### config.mk
export PLATFORM = sky130hd
export DESIGN_NAME = trip_ctrl
export DESIGN_NICKNAME = d
export VERILOG_FILES = /design/src/rtl/trip_pkg.sv /design/src/rtl/edge_sync.sv /design/src/rtl/trip_ctrl.sv
export SDC_FILE = /design/constraint.sdc
export NUM_CORES = 1
export LEC_CHECK = 0
export ABC_AREA = 1
export CAP_MARGIN = 0
export CORE_UTILIZATION = 57
export CTS_CLUSTER_DIAMETER = 120
export DETAILED_ROUTE_END_ITERATION = 8
export DONT_BUFFER_PORTS = 1
export GPL_TIMING_DRIVEN = 1
export HOLD_SLACK_MARGIN = 0.06
export PLACE_DENSITY = 0.75
export SLEW_MARGIN = 20
export SYNTH_ARGS = -nofsm -noshare
export SYNTH_HDL_FRONTEND = slang
export SYNTH_HIERARCHICAL = 1
export SYNTH_SLANG_ARGS = --single-unit
### constraint.sdc
create_clock -name clock -period 1.5 [get_ports clock]
set_clock_uncertainty 0.2 [all_clocks]
set_input_delay 0.3 -clock clock [delete_from_list [all_inputs] [get_ports clock]]
set_output_delay 0.3 -clock clock [all_outputs]
set_load 0.05 [all_outputs]
### src/rtl/trip_pkg.sv
// trip_pkg: controller state encoding and default timing/circumference constants
package trip_pkg;
  typedef enum logic [1:0] {RUN, EDIT, COMMIT} state_t;
  localparam logic [7:0] DEF_CIRC_DEFAULT = 8'd220;
  localparam logic [7:0] DEF_CIRC_MIN = 8'd150;
  localparam logic [7:0] DEF_CIRC_MAX = 8'd250;
  localparam int DEF_LOCKOUT_CYCLES = 50;
  localparam int DEF_LONG_PRESS = 2000;
  localparam int DEF_REPEAT_DELAY = 500;
  localparam int DEF_REPEAT_RATE = 100;
  localparam int DEF_EDIT_TIMEOUT = 10000;
endpackage

### src/rtl/edge_sync.sv
// edge_sync: 2-flop synchroniser with registered level history and rising-edge pulse
module edge_sync (
  input  logic clock,
  input  logic reset,
  input  logic async_in,
  output logic level,
  output logic rise
);
  logic s1, s2;
  always_ff @(posedge clock) begin
    if (reset) begin
      s1 <= 1'b0;
      s2 <= 1'b0;
      level <= 1'b0;
      rise <= 1'b0;
    end else begin
      s1 <= async_in;
      s2 <= s1;
      level <= s2;
      rise <= s2 & ~level;
    end
  end
endmodule

### src/rtl/trip_ctrl.sv
// trip_ctrl: reed pulse qualification, trip clear and circumference edit FSM
module trip_ctrl
  import trip_pkg::*;
#(
  parameter logic [7:0] CIRC_DEFAULT = DEF_CIRC_DEFAULT,
  parameter logic [7:0] CIRC_MIN = DEF_CIRC_MIN,
  parameter logic [7:0] CIRC_MAX = DEF_CIRC_MAX,
  parameter int LOCKOUT_CYCLES = DEF_LOCKOUT_CYCLES,
  parameter int LONG_PRESS = DEF_LONG_PRESS,
  parameter int REPEAT_DELAY = DEF_REPEAT_DELAY,
  parameter int REPEAT_RATE = DEF_REPEAT_RATE,
  parameter int EDIT_TIMEOUT = DEF_EDIT_TIMEOUT
) (
  input  logic       clock,
  input  logic       reset,
  input  logic       reed_raw,
  input  logic       btn_mode,
  input  logic       btn_set,
  output logic [7:0] circ,
  output logic       reed_pulse,
  output logic       dist_clear,
  output logic       edit,
  output logic [7:0] edit_circ
);
  localparam int LW = $clog2(LOCKOUT_CYCLES + 1);
  localparam int HW = $clog2(LONG_PRESS + 1);
  localparam int RW = $clog2(REPEAT_DELAY + 1);
  localparam int IW = $clog2(EDIT_TIMEOUT + 1);
  localparam logic [LW-1:0] LOCK_N = LW'(LOCKOUT_CYCLES);
  localparam logic [HW-1:0] HOLD_N = HW'(LONG_PRESS);
  localparam logic [RW-1:0] REP_D = RW'(REPEAT_DELAY);
  // reload so the next fire lands exactly REPEAT_RATE cycles later
  localparam logic [RW-1:0] REP_R = RW'(REPEAT_DELAY - REPEAT_RATE + 1);
  localparam logic [IW-1:0] IDLE_N = IW'(EDIT_TIMEOUT);
  state_t state;
  logic reed_lvl, reed_rise, mode_lvl, mode_rise, set_lvl, set_rise;
  logic [LW-1:0] lockout;
  logic [HW-1:0] hold;
  logic [RW-1:0] rep;
  logic [IW-1:0] idle;
  logic [7:0] wrap;
  edge_sync u_reed (.clock(clock), .reset(reset), .async_in(reed_raw), .level(reed_lvl), .rise(reed_rise));
  edge_sync u_mode (.clock(clock), .reset(reset), .async_in(btn_mode), .level(mode_lvl), .rise(mode_rise));
  edge_sync u_set (.clock(clock), .reset(reset), .async_in(btn_set), .level(set_lvl), .rise(set_rise));
  always_comb wrap = edit_circ == CIRC_MAX ? CIRC_MIN : edit_circ + 8'd1;
  always_ff @(posedge clock) begin
    if (reset) begin
      state <= RUN;
      circ <= CIRC_DEFAULT;
      edit_circ <= CIRC_DEFAULT;
      reed_pulse <= 1'b0;
      dist_clear <= 1'b0;
      edit <= 1'b0;
      lockout <= '0;
      hold <= '0;
      rep <= '0;
      idle <= '0;
    end else begin
      reed_pulse <= reed_rise && lockout == '0 && state == RUN && hold != HOLD_N;
      lockout <= (reed_rise && lockout == '0) ? LOCK_N : (lockout != '0 ? lockout - 1'b1 : lockout);
      dist_clear <= 1'b0;
      hold <= (state == RUN && mode_lvl) ? (hold == HOLD_N ? hold : hold + 1'b1) : '0;
      rep <= (state == EDIT && set_lvl) ? (rep == REP_D ? REP_R : rep + 1'b1) : '0;
      idle <= (state == EDIT && !(set_rise || mode_rise)) ? idle + 1'b1 : '0;
      case (state)
        RUN: begin
          edit_circ <= circ;
          dist_clear <= set_rise;
          if (hold == HOLD_N) begin
            state <= EDIT;
            edit <= 1'b1;
          end
        end
        EDIT: begin
          if (mode_rise) begin
            state <= COMMIT;
            edit <= 1'b0;
            circ <= edit_circ;
            dist_clear <= 1'b1;
          end else if (idle == IDLE_N) begin
            state <= RUN;
            edit <= 1'b0;
            edit_circ <= circ;
          end else if (set_rise || (set_lvl && rep == REP_D)) begin
            edit_circ <= wrap;
          end
        end
        default: state <= RUN;
      endcase
    end
  end
endmodule

== Word-level counts from Yosys, hierarchy flattened ==
Index checks and enable logic that the tools add are counted.
Cells by class
  bitwise operators: 9
  add/subtract/negate cells: 5
  eq/ne operators: 10
  mux-type cells: 18
  reduce and logical (&&, ||, !) cells: 24
Operator list (count)
  8-bit two-way mux: 4
  8-bit case mux with 2 select lines: 1
  14-bit by 1-bit adder with 14-bit output (second input constant): 1
  14-bit == test (second input constant): 1
  6-bit two-way mux: 2
  11-bit by 1-bit adder with 11-bit output (second input constant): 1
  11-bit == test (second input constant): 1
  11-bit inequality test (second input constant): 1
  9-bit by 1-bit adder with 9-bit output (second input constant): 1
  9-bit == test (second input constant): 1
  9-bit two-way mux: 1
  8-bit by 1-bit adder with 8-bit output (second input constant): 1
  8-bit == test (second input constant): 1
  2-bit OR reduction: 4
  1-bit logical AND: 7
  6-bit zero test: 1
  2-bit two-way mux: 3
  3-bit by 1-bit inequality test with 1-bit output (second input constant): 2
  1-bit inverter: 6
  3-bit AND reduction: 2
  6-bit nonzero test: 1
  6-bit by 1-bit subtractor with 6-bit output (second input constant): 1
  1-bit two-way mux: 4
  1-bit case mux with 2 select lines: 2
  other kinds (11): 16
Storage, ports and cells
  input port bits: 5
  bits in registers: 73
  output and inout port bits: 19
  word-level logic and storage cells: 90

== Depth between registers and ports, before layout ==
Gate-level depths: netlist (run 1).
  depth after elaboration: 7
  mapped depth: 12

== By module ==
The synthesis (run 1) kept the hierarchy.
By module, submodules not included
  trip_ctrl: instances 1, seq. area each 1221.2 sq um, area each 3065.4 sq um, cells each 434
  edge_sync: instances 3, seq. area each 80.1 sq um, area each 115.1 sq um, cells each 12

== Worst setup path after synthesis (run 1) ==
Ideal clock, no wire load.
  path type: flip-flop to flip-flop
  start point: register edit_circ[0]
  end point: register edit_circ[1]
  slack: -398 ps
  path buffers: 0
  arrival time: 1585 ps
  data required time: 1187 ps
  stages on the path, launching flop included: 11
  library setup time: 113 ps
  cells stage by stage: dfxtp_1 > inv_1 > ha_1 > nand2_1 > inv_1 > nand3_1 > nand2_1 > nand3_1 > nand2_1 > nor2_1 > nor2_1
Between the ends
  cells in the longest elaborated chain, start to end: 6
  elaborated cells on any way between the ends: 7
  classes of those cells: add/sub (1); eq/ne (1); mux (5)
RTL lines
  start, declared: RTL line trip_ctrl.sv:23  | output logic [7:0] edit_circ
  start signal, assigned: RTL line trip_ctrl.sv:67  | edit_circ <= circ;
  start signal, assigned: RTL line trip_ctrl.sv:83  | edit_circ <= circ;
  start signal, assigned: RTL line trip_ctrl.sv:85  | edit_circ <= wrap;
  8-bit by 1-bit adder with 8-bit output / 8-bit == test (equally long branches): RTL line trip_ctrl.sv:45  | always_comb wrap = edit_circ == CIRC_MAX ? CIRC_MIN : edit_circ + 8'd1;
  8-bit two-way mux (*): RTL line trip_ctrl.sv:45
  8-bit two-way mux (*): RTL line trip_ctrl.sv:84  | end else if (set_rise || (set_lvl && rep == REP_D)) begin
  8-bit two-way mux (*): RTL line trip_ctrl.sv:80  | end else if (idle == IDLE_N) begin
  8-bit two-way mux (*): RTL line trip_ctrl.sv:75  | if (mode_rise) begin
  8-bit case mux with 2 select lines (*): RTL line trip_ctrl.sv:65  | case (state)
Every way passes the cells marked *; elsewhere a longest branch is shown, timed or not. The select of a mux whose other input is x is not followed.
A chain may end at the register's enable or synchronous reset.

== Final worst setup path (run 1) ==
  start point: register idle[1]
  end point: register edit_circ[2]
Between the ends
  cells in the longest elaborated chain, start to end: 4
  elaborated cells on any way between the ends: 6
  classes of those cells: eq/ne (2); mux (3); reduce/logical (1)
RTL lines
  start, declared: RTL line trip_ctrl.sv:40  | logic [IW-1:0] idle;
  start signal, assigned: RTL line trip_ctrl.sv:64  | idle <= (state == EDIT && !(set_rise || mode_rise)) ? idle + 1'b1 : '0;
  14-bit == test (*): RTL line trip_ctrl.sv:80
  8-bit two-way mux: RTL line trip_ctrl.sv:80
  8-bit two-way mux: RTL line trip_ctrl.sv:75
  8-bit case mux with 2 select lines: RTL line trip_ctrl.sv:65
Marks and branches as above.

==> metrics.csv, run 1 <==
metric,value,unit
run status,"complete, but fails checks",
failing checks,"negative hold slack, negative setup slack",
Residual DRC,0,
Hold EP,edit,
Initial Util,0.605,
vias in the first global route,3085,
die area,6300,um^2
Gate Count Post-Synth,470,
Setup CP Type,reg2reg,
Setup TNS Final,-1580,ps
wire per inst,14.4,um
Die W,79.4,um
sequential area share after synthesis,0.428,
WHS,-195,ps
most frequent cells after synthesis,"nand2_1, dfxtp_1, inv_1, nor2_1",
Yosys warnings,6,
CP max-delay cell,dfxtp_2,
Psw,1.25,mW
Detailed Route WL,9100,um
Mapped Area,3410,um^2
total track usage,0.273,
Syn Area/Cell,7.26,um^2
CP peak stage delay,330,ps
final setup fails,21,
Num CTS Buffers,9,
Clk pwr share,0.348,
# rows,27,
largest net degree at the start of global routing,22,
Skew-Pair Late Insertion Delay,350,ps
CP required,1550,ps
Num Clock Sinks,73,
Fmax,609,MHz
Final ANT Viol Nets,0,
Final Worst Setup Slack,-141,ps
Synth top area share,0.428,
Final Util,0.823,
initial antenna violation count,0,
slew margin rel.,0.673,
Final Net Count,569,
"Reg clk slew, reported paths",70,ps
Post-synth top flop,dfxtp_1,
RSZ-0062 raised after global routing,yes,
drt pass-1 iters,8,
Die Y,79.4,um
hold path startpoint,reset,
diode count,0,
Setup crit end kind,flop,
Critical Path AT,1690,ps
worst-path cell chain,"inv_2, ha_4, inv_2, nor2_2, nand2_1, nor2_1, nand2_2, nand3_4, nand2_4, a21oi_2, nand2_1",
Fillers,338,
share of cells above drive strength 1,0.357,
DR vias/cell,5.35,
FF-to-FF End,edit_circ[2],
clk buf depth,2,
IO Pins,24,
"Area growth, synth to finish",36.1,%
cell with the most instances after synthesis,nand2_1,
Hold Path Stages,1,
core box area,5640,um^2
Startpoint Class,flop,
cell internal pwr,3.15,mW
fin crit period,1640,ps
Post-Syn Nets,484,
PwrDens,948,nW/um^2
DRT iter0 DRCs,168,
synth top area cells,"dfxtp_1, nand2_1, inv_1, nor2_1, a21oi_1",
largest area contributor in the netlist,dfxtp_1,
CTS tree,done,
first-pass GRT wire length,13200,um
port bufs,0,
Leakage,1.97,nW
total grt overflow,0,
part of the power in registers,0.480,
DP Wirelength,5330,um
Crit Path Max Fanout,5,
hold-fix buffers at CTS,10,
period utilisation layout,1.09,
Total Power Consumption,4.40,mW
dpl ws,-112,ps
Sw Share,0.284,
#FFs+latches synth,73,
worst-margin pin slew,490,ps
CTS root buffer,clkbuf_8,
H-tree depth,3,
Max Cap Violations,0,
hold crit path type,in2reg,
Routability Congestion,0.859,
"EDFF count, synth",0,
ys async rst share,0,
worst reg-to-reg path cell count,11,
Max rail drop VDD,0.000911,V
via count,3382,
Fin. Hold Viols,11,
Slew Limit Fails,0,
unique cell type count in the Yosys netlist,30,
reg2reg start,idle[1],
Comb pwr share,0.172,
r2r setup slk,-140,ps
## logic make-up after synthesis
logic type,Yosys count,share of synthesized area
simple gates,245,0.337
flops,73,0.428
xor+xnor,12,0.0308
fa+ha+maj,9,0.0330
buf+inv,75,0.0829
compound gates,56,0.0877
## metrics by stage
stage          instance area (um^2)  instances
3_3_place_gp                   3930        595
2_1_floorplan                  3430        470
3_5_place_dp                   3930        595
5_1_grt                        4640        632
6_report                       4640        632
4_1_cts                        4310        624
## how the worst max path moves through the flow
stage / start / to / slack (ps)
after floorplan: edit_circ[4] / edit_circ[0] / 0.2
after CTS: idle[1] / edit_circ[7] / -110
final: idle[1] / edit_circ[2] / -140
after global routing: edit_circ[0] / edit_circ[5] / -280
after global placement: idle[0] / edit_circ[6] / -70
after detailed placement: idle[0] / edit_circ[0] / -110
## power groups by stage
stage	Clock, mW	Combinational (mW)	Sequential, mW
final	1.53	0.757	2.11
after global routing	1.63	0.843	2.12
after CTS	1.54	0.670	2.11
after detailed placement	0	0.635	2.15
after global placement	0	0.614	2.15
after floorplan	0	0.434	2.20
## registers in the layout (all words and copies together) (netlist names), 2 cells and up
| register | cells |
|---|---|
| lockout | 6 |
| edit_circ | 8 |
| idle | 14 |
| rep | 9 |
| circ | 8 |
| state | 2 |
| hold | 11 |
## critical path: cells and delay by family (launching register included)
kind / cells / cell delay (ps)
AOI/OAI and AO/OA: 1 / 160
adders and majority gates: 1 / 140
buffers and inverters: 2 / 110
DFF: 1 / 330
and+or+nand+nor: 7 / 600
## layer usage
layer / share of wire / vias to the layer above / GRT usage
met3: 0.051 / 29 / 0.0667
met5: 0 / - / 0
met4: 0.026 / 0 / 0.127
li1: - / 1669 / -
met2: 0.52 / 124 / 0.490
met1: 0.40 / 1560 / 0.302
## placed cells by master (no fill, tap or decap), drive strengths merged
cell type,count
nor3b,2
nand4,7
buf,66
dfxtp,73
or2,5
inv,71
bufinv,1
clkinv,3
nor3,15
a21oi,31
o211ai,5
o21ai,17
dlygate4sd3,10
a31oi,1
clkbuf,13
ha,9
nor2,73
nor4,1
xnor2,5
nand2,106
xor2,7
nand3,36
a211oi,2
nand3b,1
## layout make-up
cell class / count / area (um^2) / area share
multi-input cells: 323 / 1980 / 0.426
flip-flops and latches: 73 / 1500 / 0.323
repair buffers: 76 / 611 / 0.132
inverters: 72 / 278 / 0.0598
clock buffers: 13 / 149 / 0.0321
well taps: 72 / 90.1 / 0.0194
clock inverters: 3 / 40.0 / 0.00863
## repair_timing
| item | 4_1_cts | 5_1_grt |
|---|---|---|
| gates cloned | 1 | 0 |
| gates resized for setup | 29 | 76 |
| endpoints found under the setup margin | 21 | 41 |
| hold endpoints to repair | 24 | 11 |
| pin swaps | 16 | 29 |
| buffers inserted | 2 | 9 |
(Power assumes the default switching activity.)
==> run 2, diff against run 1 <==
- CAP_MARGIN: 0 -> 20
- CELL_PAD_IN_SITES_DETAIL_PLACEMENT: default -> 2
- CELL_PAD_IN_SITES_GLOBAL_PLACEMENT: default -> 2
- CORE_MARGIN: default -> 3
- CORE_UTILIZATION: 57 -> 33
- PLACE_DENSITY: 0.75 -> default
- PLACE_DENSITY_LB_ADDON: default -> 0.1
==> run 2 against run 1 <==
Effect of this change:
- the run still ends with negative hold slack, negative setup slack left
- design area up 4.9%
- sequential share of layout area is 1.4 points lower
- combinational power rose by 26%
- die area is 84% higher
- first-iteration DRC count fell by 14%
- largest cell class unchanged
- power is 6.8% higher
- global-route usage shrank 6.0 points
- flip-flop and latch count stayed put
- critical endpoint unchanged
- critical path type unchanged
- sequential power is essentially flat
==> metrics.csv, run 2 (synthesis results as in run 1) <==
metric,value,unit
DR vias/cell,5.11,
Final ANT Viol Nets,0,
Die Y,108,um
hold-fix buffers at CTS,9,
"Area growth, synth to finish",42.7,%
Num CTS Buffers,9,
fin crit period,1750,ps
Skew-Pair Late Insertion Delay,360,ps
Final Worst Setup Slack,-247,ps
Fillers,1116,
largest net degree at the start of global routing,22,
reg2reg start,idle[0],
core box area,9910,um^2
Residual DRC,0,
slew margin rel.,0.800,
Final Net Count,577,
die area,11600,um^2
Setup CP Type,reg2reg,
Hold EP,lockout[5],
share of cells above drive strength 1,0.401,
first-pass GRT wire length,19400,um
Critical Path AT,1800,ps
max reg flops,14,
# rows,36,
Die W,108,um
Num Clock Sinks,73,
final setup fails,40,
"commonest non-fill, non-tap cell in the layout",nand2_1,
Detailed Route WL,15000,um
initial antenna violation count,0,
worst-margin pin slew,298,ps
worst reg-to-reg path cell count,11,
FF-to-FF End,edit_circ[2],
clk buf depth,2,
placed inst area,4080,um^2
Slew Limit Fails,0,
period utilisation layout,1.16,
most frequent cells in the layout,"nand2_1, buf_4, inv_1, dfxtp_1, nor2_1",
Initial Util,0.344,
H-tree depth,3,
DRT iter0 DRCs,144,
Final Util,0.491,
Setup crit end kind,flop,
CP required,1550,ps
hold crit path type,in2reg,
Fin. Hold Viols,11,
RSZ-0062 raised after global routing,yes,
run status,"complete, but fails checks",
placed insts,665,
dpl ws,-230,ps
total grt overflow,0,
final std cells w/o fill,701,
Routability Congestion,0.783,
drt pass-1 iters,6,
r2r setup slk,-250,ps
failing checks,"negative hold slack, negative setup slack",
Max rail drop VDD,0.000785,V
WHS,-203,ps
Max Cap Violations,0,
IO Pins,24,
CTS tree,done,
port bufs,0,
Crit Path Max Fanout,5,
final instance area,4870,um^2
Biggest register,idle,
PwrDens,966,nW/um^2
total track usage,0.214,
diode count,0,
via count,3581,
wire per inst,21.4,um
"Reg clk slew, reported paths",90,ps
Startpoint Class,flop,
Leakage,2.08,nW
top flop regs,"idle (14), hold (11), rep (9)",
vias in the first global route,3755,
Hold Path Stages,1,
CTS root buffer,clkbuf_8,
Fmax,572,MHz
hold path startpoint,reset,
DP Wirelength,7790,um
-- run 2: cell types whose count changed in the layout (fill, tap and decap cells not counted), moves of 4 or more --
cell     previous run  this run
buf_4              62        69
inv_2              15        21
nand2_2            18        22
nor2_4              7        13
nor2_1             51        46
-- run 2: area by class of cell --
type	count	area, um^2	share of cell area
Multi-Input combinational cell	323	2050	0.422
Sequential cell	73	1500	0.308
Timing Repair Buffer	84	676	0.139
Inverter	72	270	0.0555
Clock buffer	12	176	0.0362
Tap cell	133	166	0.0342
Clock inverter	4	23.8	0.00488
-- run 2: what timing repair did --
item | 4_1_cts | 5_1_grt
hold endpoints to repair | 23 | 11
pin swaps | 18 | 20
buffers inserted | 7 | 4
endpoints found under the setup margin | 31 | 47
resized for setup | 53 | 76
gates cloned | 1 | 0
-- run 2: worst max path at each step --
| stage | start | endpoint | slack, ps |
|---|---|---|---|
| CTS | idle[2] | idle[9] | -130 |
| detailed placement | idle[0] | edit_circ[3] | -230 |
| global route | idle[11] | edit_circ[0] | -380 |
| global placement | idle[0] | edit_circ[5] | -200 |
| finish | idle[0] | edit_circ[2] | -250 |
| floorplan | edit_circ[4] | edit_circ[0] | 0.2 |
-- run 2: where the power goes --
| part | internal, mW | switching (mW) | total [mW] |
|---|---|---|---|
| registers | 2.03 | 0.0984 | 2.13 |
| clock network | 0.788 | 0.827 | 1.62 |
| logic | 0.354 | 0.601 | 0.955 |
| total | 3.17 | 1.53 | 4.70 |
-- run 2: critical path, cell delays in order (launching register included) --
cell and delay (ps):
dfxtp_2 340, inv_2 80, ha_4 150, inv_2 40, nor2_2 80, nand2_1 80
nor2_2 110, nand2_2 90, nand3_4 130, nand2_4 100, a21oi_2 160, nand2_1 80
-- run 2: layer usage --
layer  vias up  GRT usage  wire length, um
li1       1683          -                -
met4         0     0.0640              424
met5         -          0                0
met1      1778      0.265             6270
met3        30     0.0456              553
met2        90      0.370             7780
-- run 2: metrics by stage --
step	TNS, ps	power (mW)
5_1_grt	-8530	4.90
3_3_place_gp	-1650	2.82
2_1_floorplan	0	2.63
6_report	-4240	4.70
3_5_place_dp	-2780	2.85
4_1_cts	-1710	4.51
==> run 3, diff against run 2 <==
- SLEW_MARGIN: 20 -> default
==> results of run 3 <==
The final DEF is identical to that of run 2; final timing and power are the same.
